$ cat config.mk
export PLATFORM = sky130hd
export DESIGN_NAME = interrupt_controller_flat
export DESIGN_NICKNAME = d
export VERILOG_FILES = /design/src/rtl/interrupt_controller_if.sv /design/src/rtl/interrupt_controller.sv /design/src/flat_wrapper.sv
export SDC_FILE = /design/constraint.sdc
export NUM_CORES = 1
export LEC_CHECK = 0
export BUFFER_PORTS_ARGS = -buffer_cell sky130_fd_sc_hd__buf_4
export CORE_MARGIN = 4
export CORE_UTILIZATION = 39
export CTS_CLUSTER_DIAMETER = 30
export DETAILED_ROUTE_END_ITERATION = 7
export PLACE_DENSITY = 0.73
export SLEW_MARGIN = 20
export SYNTH_ARGS = -nofsm -noshare
export SYNTH_HDL_FRONTEND = slang
export SYNTH_SLANG_ARGS = --single-unit
$ cat constraint.sdc
create_clock -name clk -period 3.1 [get_ports clk]
set_clock_uncertainty 0.2 [all_clocks]
set_input_delay 0.93 -clock clk [delete_from_list [all_inputs] [get_ports clk]]
set_output_delay 0.93 -clock clk [all_outputs]
set_load 0.03 [all_outputs]
$ cat src/rtl/interrupt_controller_if.sv
`default_nettype none
// ============================================================================
// Module      : interrupt_controller_if
// Description : Bundle of interrupt sources, configuration, CPU handshake and
//               status signals between the interrupt controller (slave) and
//               the PC/CPU logic driving it (master).
// Revision    : 1.0 - initial release
// ============================================================================
interface interrupt_controller_if;
    logic [3:0]  irq_in;
    logic        cfg_we;
    logic [3:0]  cfg_wdata;
    logic        interrupt_mask;
    logic        interrupt;
    logic        eoi;
    logic        alert;
    logic [1:0]  irq_id;
    logic [31:0] vector_pc;
    logic        in_service;
    logic [3:0]  pending;
    logic [3:0]  enable;

    // Controller side
    modport slave (
        input  irq_in, cfg_we, cfg_wdata, interrupt_mask, interrupt, eoi,
        output alert, irq_id, vector_pc, in_service, pending, enable
    );

    // CPU / source side
    modport master (
        output irq_in, cfg_we, cfg_wdata, interrupt_mask, interrupt, eoi,
        input  alert, irq_id, vector_pc, in_service, pending, enable
    );
endinterface
`default_nettype wire

$ cat src/rtl/interrupt_controller.sv
`default_nettype none
// ============================================================================
// Module      : interrupt_controller
// Description : Four-source edge-triggered interrupt controller with per-source
//               enables, a global mask and an IDLE/ALERT/SERVICE handshake with
//               the PC logic. Handler address = VECTOR_BASE + 16*irq_id.
//               Optional macro INTC_ROUND_ROBIN_EN selects rotating priority
//               (search starts after the last granted id); when undefined,
//               fixed priority with the lowest index winning.
// Revision    : 1.0 - initial release
// ============================================================================
module interrupt_controller #(
    parameter logic [31:0] VECTOR_BASE = 32'd4096
) (
    input  wire logic             clk,
    input  wire logic             rst,
    interrupt_controller_if.slave bus
);

    typedef enum logic [1:0] {
        IDLE    = 2'd0,
        ALERT   = 2'd1,
        SERVICE = 2'd2
    } state_t;

    state_t     r_state;
    logic [3:0] r_irq_prev;
    logic [3:0] r_pending;
    logic [3:0] r_enable;
    logic [1:0] r_irq_id;
    logic       r_alert;
    logic       r_in_service;

    logic [3:0] w_rise;
    logic [3:0] w_eligible;
    logic [3:0] w_clear;
    logic [1:0] w_grant_id;
    logic       w_take;

    assign w_rise     = bus.irq_in & ~r_irq_prev;
    assign w_eligible = r_pending & r_enable;
    // Acknowledge only counts while an alert is outstanding.
    assign w_take     = (r_state == ALERT) && bus.interrupt;
    // A fresh edge on the serviced source in the same cycle re-sets it.
    assign w_clear    = w_take ? (4'b0001 << r_irq_id) : 4'b0000;

`ifdef INTC_ROUND_ROBIN_EN
    logic [1:0] r_ptr;
    logic [1:0] w_idx;

    // Rotating search: first eligible source after the last granted id.
    always_comb begin
        w_grant_id = 2'd0;
        w_idx      = 2'd0;
        for (int k = 4; k >= 1; k--) begin
            w_idx = r_ptr + 2'(k);
            if (w_eligible[w_idx]) begin
                w_grant_id = w_idx;
            end
        end
    end

    // Pointer follows each accepted grant; reset value makes source 0 first.
    always_ff @(posedge clk) begin
        if (rst) begin
            r_ptr <= 2'd3;
        end else if (w_take) begin
            r_ptr <= r_irq_id;
        end
    end
`else
    // Fixed priority: lowest eligible index wins.
    always_comb begin
        w_grant_id = 2'd0;
        for (int i = 3; i >= 0; i--) begin
            if (w_eligible[i]) begin
                w_grant_id = 2'(i);
            end
        end
    end
`endif

    // Edge history, pending and enable registers.
    always_ff @(posedge clk) begin
        if (rst) begin
            r_irq_prev <= 4'b0000;
            r_pending  <= 4'b0000;
            r_enable   <= 4'b1111;
        end else begin
            r_irq_prev <= bus.irq_in;
            r_pending  <= (r_pending & ~w_clear) | w_rise;
            if (bus.cfg_we) begin
                r_enable <= bus.cfg_wdata;
            end
        end
    end

    // Handshake FSM with registered alert / in_service outputs.
    always_ff @(posedge clk) begin
        if (rst) begin
            r_state      <= IDLE;
            r_irq_id     <= 2'd0;
            r_alert      <= 1'b0;
            r_in_service <= 1'b0;
        end else begin
            case (r_state)
                IDLE: begin
                    if ((w_eligible != 4'b0000) && !bus.interrupt_mask) begin
                        r_state  <= ALERT;
                        r_irq_id <= w_grant_id;
                        r_alert  <= 1'b1;
                    end
                end
                ALERT: begin
                    if (bus.interrupt) begin
                        r_state      <= SERVICE;
                        r_alert      <= 1'b0;
                        r_in_service <= 1'b1;
                    end
                end
                SERVICE: begin
                    if (bus.eoi) begin
                        r_state      <= IDLE;
                        r_in_service <= 1'b0;
                    end
                end
                default: begin
                    r_state      <= IDLE;
                    r_alert      <= 1'b0;
                    r_in_service <= 1'b0;
                end
            endcase
        end
    end

    assign bus.alert      = r_alert;
    assign bus.in_service = r_in_service;
    assign bus.irq_id     = r_irq_id;
    assign bus.vector_pc  = VECTOR_BASE + {26'd0, r_irq_id, 4'b0000};
    assign bus.pending    = r_pending;
    assign bus.enable     = r_enable;

endmodule
`default_nettype wire

$ cat src/flat_wrapper.sv
// flat-port wrapper written by rule: the top's interface ports become plain ports
module interrupt_controller_flat 
#(
    parameter logic [31:0] VECTOR_BASE = 32'd4096
)
  (clk, rst, bus_irq_in, bus_cfg_we, bus_cfg_wdata, bus_interrupt_mask, bus_interrupt, bus_eoi, bus_alert, bus_irq_id, bus_vector_pc, bus_in_service, bus_pending, bus_enable);
  interrupt_controller_if bus_i ();
  input  wire logic clk;
  input  wire logic rst;
  input wire logic [$bits(bus_i.irq_in)-1:0] bus_irq_in;
  input wire logic [$bits(bus_i.cfg_we)-1:0] bus_cfg_we;
  input wire logic [$bits(bus_i.cfg_wdata)-1:0] bus_cfg_wdata;
  input wire logic [$bits(bus_i.interrupt_mask)-1:0] bus_interrupt_mask;
  input wire logic [$bits(bus_i.interrupt)-1:0] bus_interrupt;
  input wire logic [$bits(bus_i.eoi)-1:0] bus_eoi;
  output wire logic [$bits(bus_i.alert)-1:0] bus_alert;
  output wire logic [$bits(bus_i.irq_id)-1:0] bus_irq_id;
  output wire logic [$bits(bus_i.vector_pc)-1:0] bus_vector_pc;
  output wire logic [$bits(bus_i.in_service)-1:0] bus_in_service;
  output wire logic [$bits(bus_i.pending)-1:0] bus_pending;
  output wire logic [$bits(bus_i.enable)-1:0] bus_enable;
  assign bus_i.irq_in = bus_irq_in;
  assign bus_i.cfg_we = bus_cfg_we;
  assign bus_i.cfg_wdata = bus_cfg_wdata;
  assign bus_i.interrupt_mask = bus_interrupt_mask;
  assign bus_i.interrupt = bus_interrupt;
  assign bus_i.eoi = bus_eoi;
  assign bus_alert = bus_i.alert;
  assign bus_irq_id = bus_i.irq_id;
  assign bus_vector_pc = bus_i.vector_pc;
  assign bus_in_service = bus_i.in_service;
  assign bus_pending = bus_i.pending;
  assign bus_enable = bus_i.enable;
  interrupt_controller #(.VECTOR_BASE(VECTOR_BASE)) u_core (.clk(clk), .rst(rst), .bus(bus_i));
endmodule
## After elaboration in Yosys (flattened, before gate mapping)

Index checks and enable logic that the tools add are counted.

- Add/subtract/negate cells: 1
- Muxes and demuxes: 15
- Shift operators: 1
- Bitwise logic cells: 8
- Equal/unequal tests: 5
- Reduce and logical (&&, ||, !) cells: 9

Operators with widths:

| kind | number |
|---|---|
| adder 13 x 6 -> 14 bit (first input constant) | 1 |
| two-way mux 2 bit | 7 |
| bitwise AND 4 bit | 3 |
| AND reduction 3 bit | 3 |
| inverter 4 bit | 2 |
| case mux 1 bit (3 select lines) | 2 |
| case mux 2 bit (3 select lines) | 1 |
| two-way mux 1 bit | 4 |
| two-way mux 4 bit | 1 |
| != test 2 bit (second input constant) | 2 |
| bitwise OR 4 bit | 1 |
| nonzero test 4 bit | 1 |
| << shifter 1 x 2 -> 4 bit (first input constant) | 1 |
| == test 2 x 1 -> 1 bit (second input constant) | 1 |
| == test 2 bit (second input constant) | 1 |
| logical AND 1 bit | 2 |
| zero test 2 bit | 1 |
| != test 2 x 1 -> 1 bit (second input constant) | 1 |
| inverter 1 bit | 2 |
| AND reduction 2 bit | 1 |
| zero test 1 bit | 1 |

- Logic and storage cells: 46
- Output and inout bits: 44
- Input port bits: 14
- Register bits after elaboration: 18

## Longest topological paths before layout

Gate-level depths: netlist of the first run.

- Depth in word-level cells: 6
- Gate-level depth with buffers: 4
- Depth with buffers taken out: 4

## Worst setup path after synthesis of the first run

Ideal clock, no wire load.

- Path kind: register to output
- Start point: register u_core.r_irq_id[1], in the netlist u_core.bus.irq_id[1]
- End point: output bus_vector_pc[5]
- Required time: 1.970 ns
- Stages on the path, launching flop included: 2
- Buffers on the path: 1
- Arrival: 0.786 ns
- Slack: 1.184 ns
- Cell sequence: dfxtp_1 > buf_4

- Cells in the longest elaborated chain, start to end: 1

Ends and longest elaborated chain:

| item | RTL line | RTL |
|---|---|---|
| from (decl) | interrupt_controller.sv:30 | `logic [1:0] r_irq_id;` |
| from (signal assigned) | interrupt_controller.sv:110 | `r_irq_id <= w_grant_id;` |
| adder 13 x 6 -> 14 bit | interrupt_controller.sv:139 | `assign bus.vector_pc = VECTOR_BASE + {26'd0, r_irq_id, 4'b0000};` |
| to (decl) | flat_wrapper.sv:18 | `output wire logic [$bits(bus_i.vector_pc)-1:0] bus_vector_pc;` |

Every way passes these cells.

## Final worst setup path of the first run

- Start point: register u_core.r_irq_id[1], in the netlist u_core.bus.irq_id[1]
- End point: output bus_irq_id[1]

RTL lines:

| item | RTL line | RTL |
|---|---|---|
| to (decl) | flat_wrapper.sv:17 | `output wire logic [$bits(bus_i.irq_id)-1:0] bus_irq_id;` |

No word-level cell between the ends.

==> out/qor.yml, run 1 <==
placed_design:
  place_inst: 159
  dpl.hpwl_um: 1470
  dp_slack_ns: 1.17
  io_buffers: 27
  gp_congestion: 0.694
critical_path:
  critical-path-top-delay-family: "flip-flops"
  slowest_delay_ns: 0.47
  crit_path_end_kind: "output pin"
  slowest_stage: "dfxtp_1"
  r2r-start: "u_core.bus.pending[1]"
  setup.worst_path.class: "reg -> out"
  crit_fanout: 7
  crit_start: "u_core.bus.irq_id[1]"
  arrival_ns: 0.96
  path_buf_inv: 1
  crit_chain: "buf_4"
  required_ns: 1.97
  setup.worst_path.start_class: "flop"
grt:
  grt_pass1_wl_um: 2670
  overflow: 0
  antenna_found_initial: 0
  grtUsageTotal_pct: 10.3
  grt_max_degree: 20
  first_global_vias: 633
hold_path:
  hp-class: "reg -> reg"
  holdCritStartpoint: "u_core.bus.alert"
cells_and_area:
  final_common_cell: "conb_1"
  final_cell_mix: "30 x conb_1, 27 x buf_4, 18 x dfxtp_1"
  final_cells: 163
  regArea_um2: 360
  multi_input_comb_area_um2: 444
  diodes: 0
  syn_to_final_growth_pct: 12.8
  nNetsFinal: 150
  layout-drive-gt1-share_pct: 25.9
  final_core_util_pct: 47.6
  n_fill_cell: 238
synthesis:
  syn_area_um2: 960
  avgSynthCellArea_um2: 8.72
  ys_seq_elements: 18
  yosys_warnings: 0
  synthCells: 110
  ys_types: 25
  synth_seq_area_share_pct: 37.5
timing:
  timing.final.crit_share_pct: 67.5
  fin_setup_tns_ns: 0
  period_minus_slack_ns: 2.09
  setup_viol: 0
  slew_viol_final: 0
  rsz0062_at_grt: "false"
  fmax_ghz: 0.478
  hold_viol: 0
  finalWorstSetupSlack_ns: 1.01
clock_network:
  cts_tree: "built"
  cts_setup_buffers: 0
  cts_buffers: 3
  clkTransAtPathRegs_ns: 0.10
  cts_root_buf: "clkbuf_4"
  cts.path.max_buffers: 2
  clock_latency_ns: 0.28
  htreeDepth: 1
  cts_resized: 0
  cts_num_sinks: 18
  cts_hold_buf: 0
power_and_ir_drop:
  p_leak_nw: 0.521
  peakVddDrop_uv: 275
  powerDensity_nw_per_um2: 522
run_status:
  status: "completed"
drt:
  wl_per_cell_um: 11.2
  wirelength_um: 1830
  dr.pass1.iters: 4
  drtIter0Drc: 9
  routed_via_density: 4.58
  drc: 0
  num_vias: 746
  drtAntennaViolNets: 0
floorplan:
  ios: 58
  rows: 17
  die_h_um: 57.6
  start_util_pct: 42.2
  die_w_um: 57.6
  die_area_um2: 3320
  core-area_um2: 2280
flow_run:
  cap_viol_max_count: 0
==> report_power, final <==
group / internal [mW] / total [mW] / switching, mW
registers: 0.248 / 0.265 / 0.0170
logic: 0.0505 / 0.160 / 0.109
clock network: 0.0715 / 0.139 / 0.0679
total: 0.370 / 0.565 / 0.194
==> state kept, by name (all words and copies together) (netlist names) <==
| register | count |
|---|---|
| u_core.bus.enable | 4 |
| u_core.bus.pending | 4 |
| u_core.r_irq_prev | 4 |
| u_core.bus.irq_id | 2 |
| u_core.r_state | 2 |
| u_core.bus.alert | 1 |
| u_core.bus.in_service | 1 |
==> through the flow <==
step | power [mW] | cell area, µm² | hold slack [ns]
2_1_floorplan | 0.415 | 1060 | 0.262
3_3_place_gp | 0.427 | 1050 | 0.246
3_5_place_dp | 0.431 | 1050 | 0.269
4_1_cts | 0.572 | 1080 | 0.283
5_1_grt | 0.591 | 1080 | 0.311
6_report | 0.565 | 1080 | 0.272
==> metal layers <==
layer	GRT usage (%)	wire, µm
met5	0	0
met4	4.97	26
met2	17.3	855
met3	4.07	254
met1	11.3	693
==> area by class of cell <==
type                    instances  share of cell area [%]
flip-flops and latches         18                    33.3
clock buffers                   4                    3.35
multi-input cells              85                    41.0
inverters                       1                   0.347
well taps                      28                    3.24
repair buffers                 27                    18.7
==> path summary, 6_finish.rpt <==
check                         endpoint  slack, ns  cells after the start
setup / recovery         bus_irq_id[1]       1.01                      1
hold / removal        u_core.bus.alert       0.27                      2
setup reg to reg  u_core.bus.irq_id[0]       1.73                      4
hold reg to reg       u_core.bus.alert       0.27                      2
==> cell usage after synthesis <==
cell / instances / area, µm²
o21ai_0: 3 / 15.0
a21oi_1: 10 / 50.1
nand2_1: 4 / 15.0
nand2b_1: 2 / 12.5
a32oi_1: 1 / 8.76
inv_1: 1 / 3.75
a22o_1: 2 / 17.5
conb_1: 2 / 7.51
or2b_2: 1 / 8.76
buf_4: 32 / 240
nand3_1: 2 / 10.0
dfxtp_1: 18 / 360
nand2_2: 1 / 6.26
and3b_1: 1 / 8.76
nor3_2: 1 / 10.0
or2_1: 1 / 6.26
buf_6: 1 / 11.3
a211o_2: 1 / 10.0
mux2i_1: 1 / 10.0
a211oi_1: 1 / 7.51
nor2_1: 7 / 26.3
nor2b_1: 11 / 68.8
nor3_1: 1 / 5.00
a211o_1: 4 / 35.0
buf_2: 1 / 5.00
==> cell families after synthesis <==
family          after synthesis  share of synthesized area, %
buf+inv                      35                          27.1
simple gates                 32                          18.5
compound gates               22                          15.0
flops                        18                          37.5
other cells                   2                         0.783
mux                           1                          1.04
No activity file was read; power rests on OpenSTA's default activity.
==> run 2: changes to the inputs <==
--- a/config.mk
+++ b/config.mk
@@ -7,10 +7,10 @@
 export LEC_CHECK = 0
 export BUFFER_PORTS_ARGS = -buffer_cell sky130_fd_sc_hd__buf_4
 export CORE_MARGIN = 4
-export CORE_UTILIZATION = 39
+export CORE_UTILIZATION = 38
 export CTS_CLUSTER_DIAMETER = 30
 export DETAILED_ROUTE_END_ITERATION = 7
-export PLACE_DENSITY = 0.73
+export PLACE_DENSITY = 0.75
 export SLEW_MARGIN = 20
 export SYNTH_ARGS = -nofsm -noshare
 export SYNTH_HDL_FRONTEND = slang
==> constraint.sdc (replaced) <==
create_clock -name clk -period 1.9 [get_ports clk]
set_clock_uncertainty 0.2 [all_clocks]
set_input_delay 0.57 -clock clk [delete_from_list [all_inputs] [get_ports clk]]
set_output_delay 0.57 -clock clk [all_outputs]
set_load 0.03 [all_outputs]
==> run 2 against run 1 <==
Compared with the run above:
- count of clock-buffer cells in the layout shrank 1
- first-iteration DRC count grew 11%
- critical endpoint unchanged
- cell area shrank 1.3%
- cell count shrank 0.61%
==> out/qor.yml, run 2 (synthesized netlist as in run 1, its figures left out) <==
critical_path:
  critical-path-top-delay-family: "flip-flops"
  r2r-start: "u_core.bus.pending[2]"
  crit_start: "u_core.bus.irq_id[1]"
  slowest_stage: "dfxtp_1"
  setup.worst_path.start_class: "flop"
  crit_chain: "buf_4"
  setup.worst_path.class: "reg -> out"
  crit_path_end_kind: "output pin"
  required_ns: 1.13  # -0.84 ns
  path_buf_inv: 1  # unchanged
  arrival_ns: 0.96  # about the same
  crit_fanout: 7  # unchanged
  slowest_delay_ns: 0.46  # about the same
clock_network:
  clock_latency_ns: 0.29  # about the same
  cts.path.max_buffers: 2  # unchanged
  cts_resized: 0  # unchanged
  cts_buffers: 3  # unchanged
  cts_hold_buf: 0  # unchanged
  clkTransAtPathRegs_ns: 0.09  # about the same
  cts_tree: "built"
  cts_num_sinks: 18  # unchanged
  cts_root_buf: "clkbuf_4"
  cts_setup_buffers: 0  # unchanged
  htreeDepth: 1  # unchanged
floorplan:
  ios: 58  # unchanged
  core-area_um2: 2300  # +0.93%
  start_util_pct: 41.8  # -0.39 points
  rows: 17  # unchanged
  die_w_um: 58.3  # +1.1%
  die_h_um: 58.3  # +1.1%
  die_area_um2: 3390  # +2.3%
cells_and_area:
  n_fill_cell: 238  # unchanged
  nNetsFinal: 150  # unchanged
  layout-drive-gt1-share_pct: 25.4  # -0.55 points
  syn_to_final_growth_pct: 11.3
  diodes: 0  # unchanged
  final_common_cell: "conb_1"
  regArea_um2: 360  # unchanged
  multi_input_comb_area_um2: 444  # unchanged
  final_cell_mix: "30 x conb_1, 27 x buf_4, 18 x dfxtp_1"
hold_path:
  hp-class: "reg -> reg"
  holdCritStartpoint: "u_core.bus.alert"
drt:
  wirelength_um: 1870  # +1.9%
  num_vias: 738  # -1.1%
  dr.pass1.iters: 4  # unchanged
  wl_per_cell_um: 11.5  # +2.5%
  drc: 0  # unchanged
  drtIter0Drc: 10  # +1
  drtAntennaViolNets: 0  # unchanged
  routed_via_density: 4.56  # -0.46%
power_and_ir_drop:
  p_sw_uw: 317  # +63%
  power_frac_comb_pct: 29.8  # +1.5 points
  p_seq_share_pct: 49.2  # +2.2 points
  design_power_total_uw: 879  # +56%
  p_int_uw: 562  # +52%
  p_clk_share_pct: 21.0  # -3.7 points
  peakVddDrop_uv: 585  # +110%
  p_leak_nw: 0.514  # -1.4%
  powerDensity_nw_per_um2: 822  # +58%
  sw_frac_of_total_pct: 36.1  # +1.7 points
timing:
  fin_setup_tns_ns: 0  # unchanged
  whs_ns: 0.260  # -0.0126 ns
  hold_viol: 0  # unchanged
  rsz0062_at_grt: "false"
  fmax_ghz: 0.578
  timing.final.crit_share_pct: 91.0
  setup_viol: 0  # unchanged
  slew_viol_final: 0  # unchanged
  period_minus_slack_ns: 1.73
run_status:
  status: "completed"
grt:
  grt_pass1_wl_um: 2870  # +7.5%
  grt_max_degree: 20  # unchanged
  antenna_found_initial: 0  # unchanged
  overflow: 0  # unchanged
  first_global_vias: 672  # +6.2%
  grtUsageTotal_pct: 11.1  # +0.81 points
placed_design:
  gp_congestion: 0.768  # +11%
  io_buffers: 27  # unchanged
  dpl.hpwl_um: 1480  # +0.16%
flow_run:
  cap_viol_max_count: 0  # unchanged
==> run 2: cell count changes in the layout (fill, tap and decap cells not counted) <==
cell      change
clkbuf_8      -1
==> run 2: stage by stage <==
stage,setup WS (ns),std cells,area [µm²],util (%)
after floorplan,0.344,138,1060,-
after global placement,0.357,159,1050,45.5
after detailed placement,0.334,159,1050,45.5
after CTS,0.164,162,1070,46.5
after global routing,0.102,162,1070,46.5
final,0.171,162,1070,46.5
==> run 2: area by class of cell <==
class	instances	area share (%)
sequential	18	33.7
multi-input combinational	85	41.6
inverter	1	0.351
tap	28	3.28
clock buffer	3	2.11
timing repair buffer	27	19.0
==> run 2: per-layer routing <==
| layer | track usage, % | share of wire, % | vias up | routed length (µm) |
|---|---|---|---|---|
| met5 | 0 | 0 | - | 0 |
| met2 | 20.3 | 46 | 60 | 857 |
| li1 | - | - | 352 | - |
| met3 | 6.90 | 18 | 0 | 332 |
| met1 | 10.6 | 36 | 326 | 676 |
| met4 | 1.99 | 0 | 0 | 0 |
==> run 2: worst paths after layout <==
| path | end | slack (ns) | cells after the start |
|---|---|---|---|
| hold reg to reg | u_core.bus.alert | 0.26 | 2 |
| setup reg to reg | u_core.bus.irq_id[0] | 0.50 | 4 |
| setup / recovery | bus_irq_id[1] | 0.17 | 1 |
| hold / removal | u_core.bus.alert | 0.26 | 2 |
==> run 2: power groups by stage <==
stage	Sequential, mW	Clock [mW]	Combinational (mW)
final	0.433	0.184	0.262
after detailed placement	0.441	0	0.261
after global placement	0.439	0	0.257
after CTS	0.433	0.195	0.262
after global routing	0.437	0.209	0.281
after floorplan	0.475	0	0.202
